**src/rtl/usr_pkg.sv**
```systemverilog
// Shared opcode and FSM state types for the universal shift engine.
package usr_pkg;

    typedef enum logic [2:0] {
        USR_NOP  = 3'b000,
        USR_SHR  = 3'b001,
        USR_SHL  = 3'b010,
        USR_LOAD = 3'b011,
        USR_ROR  = 3'b100,
        USR_ROL  = 3'b101,
        USR_ASR  = 3'b110,
        USR_CLR  = 3'b111
    } usr_op_e;

    typedef enum logic {
        ST_IDLE  = 1'b0,
        ST_SHIFT = 1'b1
    } usr_state_e;

    // Everything except NOP, LOAD and CLEAR is a stepped shift/rotate.
    function automatic logic is_shift_op(input usr_op_e op);
        return !(op inside {USR_NOP, USR_LOAD, USR_CLR});
    endfunction

endpackage

```
**src/rtl/usr_shift_step.sv**
```systemverilog
// Combinational single-bit step: the register value after one shift/rotate of op.
module usr_shift_step
    import usr_pkg::*;
#(
    parameter int WIDTH = 8
) (
    input  usr_op_e          op,
    input  logic [WIDTH-1:0] r,
    input  logic             s_left_din,
    input  logic             s_right_din,
    output logic [WIDTH-1:0] r_next
);

    always_comb begin
        r_next = r;
        case (op)
            USR_SHR: r_next = {s_right_din, r[WIDTH-1:1]};
            USR_SHL: r_next = {r[WIDTH-2:0], s_left_din};
            USR_ROR: r_next = {r[0], r[WIDTH-1:1]};
            USR_ROL: r_next = {r[WIDTH-2:0], r[WIDTH-1]};
            USR_ASR: r_next = {r[WIDTH-1], r[WIDTH-1:1]};
            default: r_next = r;
        endcase
    end

endmodule

```
**src/rtl/usr_shift_engine.sv**
```systemverilog
// WIDTH-bit universal shift engine: valid/ready commands, multi-bit shifts run one step per clock.
module usr_shift_engine
    import usr_pkg::*;
#(
    parameter int WIDTH = 8,
    parameter int CNT_W = $clog2(WIDTH + 1)
) (
    input  logic             clk,
    input  logic             rst_n,
    input  logic             cmd_valid,
    output logic             cmd_ready,
    input  logic [2:0]       cmd_op,
    input  logic [CNT_W-1:0] cmd_amt,
    input  logic [WIDTH-1:0] p_din,
    input  logic             s_left_din,
    input  logic             s_right_din,
    output logic [WIDTH-1:0] p_dout,
    output logic             s_left_dout,
    output logic             s_right_dout,
    output logic             busy,
    output logic             done
);

    usr_state_e       state, state_n;
    usr_op_e          op_q, op_n;
    usr_op_e          cmd_op_e;
    usr_op_e          step_op;
    logic [CNT_W-1:0] count, count_n;
    logic [CNT_W-1:0] amt_eff;
    logic [WIDTH-1:0] data_q, data_n;
    logic [WIDTH-1:0] step_out;
    logic             done_n;
    logic             accept;

    assign cmd_op_e = usr_op_e'(cmd_op);
    assign busy     = (state == ST_SHIFT);
    assign cmd_ready = !busy;
    assign accept   = cmd_valid && (state == ST_IDLE);
    assign amt_eff  = (cmd_amt > CNT_W'(WIDTH)) ? CNT_W'(WIDTH) : cmd_amt;

    // The accept edge steps with the live opcode; later steps use the latched one.
    assign step_op = busy ? op_q : cmd_op_e;

    assign p_dout       = data_q;
    assign s_left_dout  = data_q[WIDTH-1];
    assign s_right_dout = data_q[0];

    usr_shift_step #(
        .WIDTH (WIDTH)
    ) u_step (
        .op          (step_op),
        .r           (data_q),
        .s_left_din  (s_left_din),
        .s_right_din (s_right_din),
        .r_next      (step_out)
    );

    always_ff @(posedge clk or negedge rst_n) begin
        if (!rst_n) begin
            state  <= ST_IDLE;
            op_q   <= USR_NOP;
            count  <= '0;
            data_q <= '0;
            done   <= 1'b0;
        end else begin
            state  <= state_n;
            op_q   <= op_n;
            count  <= count_n;
            data_q <= data_n;
            done   <= done_n;
        end
    end

    always_comb begin
        state_n = state;
        op_n    = op_q;
        count_n = count;
        data_n  = data_q;
        done_n  = 1'b0;
        case (state)
            ST_IDLE: begin
                if (accept) begin
                    op_n = cmd_op_e;
                    if (!is_shift_op(cmd_op_e)) begin
                        done_n = 1'b1;
                        if (cmd_op_e == USR_LOAD) begin
                            data_n = p_din;
                        end else if (cmd_op_e == USR_CLR) begin
                            data_n = '0;
                        end
                    end else if (amt_eff == '0) begin
                        done_n = 1'b1;
                    end else begin
                        data_n = step_out;
                        if (amt_eff == CNT_W'(1)) begin
                            done_n = 1'b1;
                        end else begin
                            state_n = ST_SHIFT;
                            count_n = amt_eff - CNT_W'(1);
                        end
                    end
                end
            end
            ST_SHIFT: begin
                data_n = step_out;
                if (count == CNT_W'(1)) begin
                    state_n = ST_IDLE;
                    count_n = '0;
                    done_n  = 1'b1;
                end else begin
                    count_n = count - CNT_W'(1);
                end
            end
            default: begin
                state_n = ST_IDLE;
            end
        endcase
    end

endmodule

```
**config.mk**
```make
export PLATFORM = sky130hd
export DESIGN_NAME = usr_shift_engine
export DESIGN_NICKNAME = d
export VERILOG_FILES = /design/src/rtl/usr_pkg.sv /design/src/rtl/usr_shift_step.sv /design/src/rtl/usr_shift_engine.sv
export SDC_FILE = /design/constraint.sdc
export NUM_CORES = 1
export LEC_CHECK = 0
export CAP_MARGIN = 0
export CORE_UTILIZATION = 53
export CTS_CLUSTER_SIZE = 30
export DETAILED_ROUTE_END_ITERATION = 12
export GPL_ROUTABILITY_DRIVEN = 0
export GPL_TIMING_DRIVEN = 1
export PLACE_DENSITY_LB_ADDON = 0.12
export SYNTH_ARGS = -nofsm -noshare
export SYNTH_HDL_FRONTEND = slang
export SYNTH_HIERARCHICAL = 1
export SYNTH_SLANG_ARGS = --single-unit
```
**constraint.sdc**
```tcl
create_clock -name clk -period 5.7 [get_ports clk]
set_input_delay 0.57 -clock clk [delete_from_list [all_inputs] [get_ports clk]]
set_output_delay 0.57 -clock clk [all_outputs]
set_load 0.005 [all_outputs]
```
==> flow_summary.ini <==
[run_status]
status = completed

[critical_path]
path_cells = clkdlybuf4s50_1 > mux2_2 > and2b_1 > inv_1 > o221a_2 > inv_1 > o221ai_1 > mux2_2
critPathArrivalTime_ns = 2.93
worstSetupStartpointType = input port
max_stage_delay_ns = 0.65
endpoint_kind = flop
path_max_fanout = 25
slowest_stage = clkdlybuf4s50_1
critPathKind = in2reg
crit_required_ns = 5.89

[route]
wl_per_cell_um = 14.74
drt_wl_total_um = 3552
drtIter0Drc = 48
route.antenna.remaining_nets = 0
routed_via_density = 5.979
routed-via-count = 1441
first_pass_iters = 4
drc_errors = 0

[power]
p_sw_uw = 451.4
p_sw_share_pct = 42.98
p_per_area_nw_per_um2 = 561.9
p_leak_uw = 0.0007723
clkPwrFrac_pct = 6.4
intPower_uw = 598.9
power_frac_seq_pct = 26.3
vdd.ir_drop.worst_uv = 424.9
power_frac_comb_pct = 67.3

[clocking]
clock-sinks = 17
cts_max_level = 1
ctsHoldBuffers = 0
clk_latency_ns = 0.29
cts_tree = built
cts_resized = 0
post_cts_buffers = 0
clk_pin_slew_ns = 0.10
ctsRootBufferMaster = clkbuf_4
cts_made_buffers = 3
clockBufferDepth = 2

[grt]
grt_pass1_vias = 1417
busiest_layer = met2
grt_overflow = 0
met3_usage_pct = 3.721
grt_max_degree = 26
use_met2_pct = 42.35
antenna_found_initial = 0
grtUsageTotal_pct = 24.33
grtUsageMet1_pct = 30.24
grt_pass1_wl_um = 6147

[synth]
yosys.area.top_type_share_pct = 27.49
netlist_area_um2 = 1548
ys_seq_elements = 17
yosys_warnings = 6
yosysUniqueCellTypes = 36
yosysTopAreaCell = dfrtp_1
syn_area_per_cell_um2 = 8.366
synthTopCellsByArea = dfrtp_1, mux2_2, nand2_1, mux2i_1, o221ai_1
synthCells = 185
synth_top_flop_cell = dfrtp_1
synth_seq_area_share_pct = 27.49
synth_edf_count = 0
synthArstFlopShare_pct = 100.0
synth_nets = 208

[placement]
dp_cells = 237
port_buffers = 32
dp_hpwl_um = 2607

[finish]
final_cells = 241
final_common_cell = clkdlybuf4s50_1
diodes = 0
area_growth_pct = 20.78
nets = 234
drive_gt1_share_pct = 11.43
layout_common_cells = clkdlybuf4s50_1, nand2_1, dfrtp_1

[sta]
period_share_pct = 48.07
setup_tns_ns = 0
fmax_ghz = 0.3649
hold_violations = 0
worst_pin_slew_ns = 0.8055
fin_crit_ns = 2.740
rsz0062_at_grt = false
slew_headroom_pct = 46.13
clock_skew_ns = 0.003547
final_max_slew_viol_count = 0
setup_viol = 0

[floorplanning]
die_y_um = 56.04
die_width_um = 56.04
die-area_um2 = 3140
initial_core_util_pct = 56.13
io_pins = 33
coreArea_um2 = 2758
rows = 19

[worst_hold_path]
hold_path.class = reg2reg

[job]
max_cap_violations = 0
-- stage by stage --
step           utilization (%)  worst slack (ns)  hold WS, ns  cell area [µm²]  power, µW
6_report                 67.79             2.960       0.5028             1869       1050
5_1_grt                  67.79             2.853       0.5572             1869       1144
4_1_cts                  67.79             3.009       0.5062             1869       1051
3_5_place_dp             66.79             2.678       0.4814             1842      980.2
3_3_place_gp             66.79             2.775       0.4813             1842      950.5
2_1_floorplan                -             3.388       0.2744             1548      802.4
-- cells in the mapped netlist (all sizes together) (7+ instances only) --
| cell type | number |
|---|---|
| nand2b | 7 |
| nor2b | 11 |
| buf | 9 |
| nor3 | 10 |
| mux2i | 8 |
| nand2 | 24 |
| nor2 | 7 |
| inv | 14 |
| mux2 | 13 |
| o221ai | 8 |
| o21ai | 10 |
| a21oi | 10 |
| dfrtp | 17 |
-- flip-flops by register name, indices dropped and copies added (netlist names) --
name    flops
busy        1
count       4
p_dout      8
op_q        3
done        1
-- kinds of logic (layout without fill, tap and decap cells) --
logic type | count (synthesis) | after routing | share of synthesized area [%]
and+or+nand+nor | 70 | 70 | 23.12
buffers and inverters | 26 | 51 | 8.083
xor gates and xnor gates | 1 | 1 | 0.5660
AOI/OAI and AO/OA | 46 | 46 | 22.23
adders and majority gates | 3 | 3 | 2.425
DFF | 17 | 17 | 27.49
muxes | 22 | 22 | 16.09
-- area by class of cell --
type                            instances  area [µm²]
Timing Repair Buffer                   33       327.8
Fill cell                             237       888.4
Tap cell                               31       38.79
Sequential cell                        17       425.4
Clock inverter                          1       5.005
Inverter                               14       52.55
Clock buffer                            3       22.52
Multi-Input combinational cell        142       997.2
-- final timing paths --
kind,from,to,slack [ns],depth (start not counted)
min in group asynchronous,rst_n,p_dout[7],0.73,1
max reg2reg,busy,p_dout[1],3.17,7
max,cmd_op[0],p_dout[1],2.96,8
min,op_q[2],op_q[2],0.50,2
min reg2reg,op_q[2],op_q[2],0.50,2
max in group asynchronous,rst_n,p_dout[1],4.47,1
-- layer usage --
metal	part of all wire [%]	vias up
met3	2.4	2
met5	0	-
met4	0.48	0
met1	46	693
li1	-	717
met2	51	29
-- power groups by stage --
| stage | Clock (µW) | Combinational, µW | Sequential [µW] |
|---|---|---|---|
| CTS | 71.6 | 705 | 274 |
| detailed placement | 0 | 704 | 277 |
| global route | 73.7 | 783 | 287 |
| global placement | 0 | 677 | 274 |
| finish | 67.7 | 706 | 276 |
| floorplan | 0 | 554 | 249 |
-- worst max-delay path: cells and delay by family --
| kind | cells | cell delay [ns] |
|---|---|---|
| multiplexers | 2 | 0.82 |
| buffers and inverters | 3 | 0.77 |
| AO/OA/AOI/OAI | 2 | 0.39 |
| AND/OR/NAND/NOR | 1 | 0.37 |
Note: power is estimated with default switching activity, not from simulation.
==> RTL change: new RTL, config.mk and constraints unchanged <==
`WIDTH` is set to 8 in 2 places; all go to 16.
--- a/src/rtl/usr_shift_step.sv
+++ b/src/rtl/usr_shift_step.sv
@@ -2,7 +2,7 @@
 module usr_shift_step
     import usr_pkg::*;
 #(
-    parameter int WIDTH = 8
+    parameter int WIDTH = 16
 ) (
     input  usr_op_e          op,
     input  logic [WIDTH-1:0] r,
--- a/src/rtl/usr_shift_engine.sv
+++ b/src/rtl/usr_shift_engine.sv
@@ -2,7 +2,7 @@
 module usr_shift_engine
     import usr_pkg::*;
 #(
-    parameter int WIDTH = 8,
+    parameter int WIDTH = 16,
     parameter int CNT_W = $clog2(WIDTH + 1)
 ) (
     input  logic             clk,
Interface: changed (resized cmd_amt, p_din and p_dout); port bits go from 33 to 50. No check against the original RTL was run, so the function may have changed too.
==> RTL change against the original RTL <==
Area after synthesis increased by 59%. Sequential cell count is 9 higher. Sequential share of layout area shrank 0.35 points. Clock skew rose by 0.0063 ns. Global-route usage decreased by 0.47 points. Setup slack worse by 0.32 ns. Power up 56%. Register-to-register slack worse by 0.50 ns. Sequential power up 55%. Final area grew 55%. Cell count up 48%. Wire length up 56%. Core utilization decreased by 2.0 points.
==> RTL change: results (changes against the original RTL) <==
| Metric | Value |
|---|---|
| Total track usage | `23.9% (-0.47 points)` |
| Depth of the most critical reg-to-reg path | `6 (-1)` |
| Share of layout cells above drive strength 1 | `17.1% (+5.7 points)` |
| Critical Path Start | `cmd_op[2]` |
| Largest net degree at the start of global routing | `50 (+92%)` |
| Average cell area after synthesis | `9.03 um^2 (+7.9%)` |
| Initial DRC count | `125 (+160%)` |
| Status | `completed` |
| Per-cell routed wire length | `15.6 um (+5.8%)` |
| First-pass GRT wire length | `9.60 mm (+56%)` |
| Layout Cells excl Fill | `356 (+48%)` |
| Part of the cycle the worst path needs | `53.7% (+5.6 points)` |
| Nets | `339 (+45%)` |
| Worst EP arrival | `3.21 ns (+0.28 ns)` |
| HP Start | `op_q[1]` |
| Largest register FFs | `16 (+8)` |
| Worst vdd ir | `0.381 mV (-10%)` |
| Hold worst-path end | `op_q[1]` |
| Via count | `2101 (+46%)` |
| Hold crit path type | `register to register` |
| Vias in the first global route | `2001 (+41%)` |
| R2R Setup Slk | `2.67 ns (-0.50 ns)` |
| Sequential-to-total area share from yosys stat | `26.5% (-0.98 points)` |
| CP Max Fanout | `35 (+40%)` |
| Worst Clk Skew | `0.00986 ns (+0.00631 ns)` |
| Synth unique cells | `45 (+25%)` |
| Crit-path max cell delay | `0.80 ns (+0.15 ns)` |
| # port buffers | `49 (+53%)` |
| Post-place setup slack | `2.38 ns (-0.302 ns)` |
| DP HPWL | `3.61 mm (+39%)` |
| Post-Syn Nets | `305 (+47%)` |
| Slowest cell on crit path | `mux2_2` |
| ANT cells | `0 (unchanged)` |
| Synth cell count leaders | `a21oi_1 (33), dfrtp_1 (26), nor2_1 (24), nand2_1 (19), o21ai_0 (18)` |
| Clock Tree Root | `clkbuf_8` |
| TritonRoute pass-1 iters | `4 (unchanged)` |
| CP endpoint | `p_dout[1]` |
| CP bufs+invs | `2 (-1)` |
| Pleak | `1.12 nW (+45%)` |
| Worst Tran Pin Value | `0.941 ns (+0.136 ns)` |
| Hold Crit Depth | `1 (-1)` |
| Synth area leaders | `dfrtp_1 (27%), a21oi_1 (6.7%), a22oi_2 (5.6%)` |
| Placed cells | `353 (+49%)` |
| # fillers | `386 (+63%)` |
[RTL change: cell count changes in the layout (fill, tap and decap cells not counted), moves of 9 or more]
cell	change
and2_1	+14
clkdlybuf4s50_1	+17
o211ai_1	+9
dfrtp_1	+9
a21oi_1	+23
a22oi_2	+11
nor2_1	+17
o21ai_0	+9
nor3b_2	+9
[RTL change: kinds of logic after synthesis]
| logic type | after synthesis | synth area share, % |
|---|---|---|
| DFF | 26 | 26.5 |
| xor gates and xnor gates | 2 | 0.714 |
| buffers and inverters | 29 | 7.70 |
| muxes | 26 | 13.3 |
| adders and majority gates | 4 | 2.04 |
| and+or+nand+nor | 87 | 21.3 |
| AOI/OAI and AO/OA | 98 | 28.4 |
[RTL change: layout make-up]
cell class / count / area, um^2 / area share (%)
Inverter: 7 / 26.3 / 0.905
Sequential cell: 26 / 651 / 22.4
Multi-Input combinational cell: 217 / 1620 / 55.6
Clock buffer: 3 / 41.3 / 1.42
Timing Repair Buffer: 51 / 505 / 17.4
Tap cell: 52 / 65.1 / 2.24
[RTL change: metrics by stage]
stage               instance area, um^2  hold slack, ns  utilization [%]
floorplan                          2450           0.274                -
global placement                   2860           0.482             64.9
detailed placement                 2860           0.487             64.9
CTS                                2900           0.509             65.8
global route                       2900           0.531             65.8
finish                             2900           0.506             65.8
[RTL change: per-layer routing]
metal / vias to the layer above / share of wire, % / GRT usage, %
met2: 38 / 43 / 36.8
met1: 998 / 54 / 36.2
met4: 0 / 0.45 / 5.78
met3: 2 / 2.7 / 1.88
li1: 1063 / - / -
met5: - / 0 / 0
[RTL change: where the power goes]
part	internal, mW	leakage [nW]	total (mW)	switching, mW
sequential	0.279	0.312	0.427	0.147
combinational	0.600	0.784	1.10	0.503
clock	0.0475	0.0216	0.110	0.0623
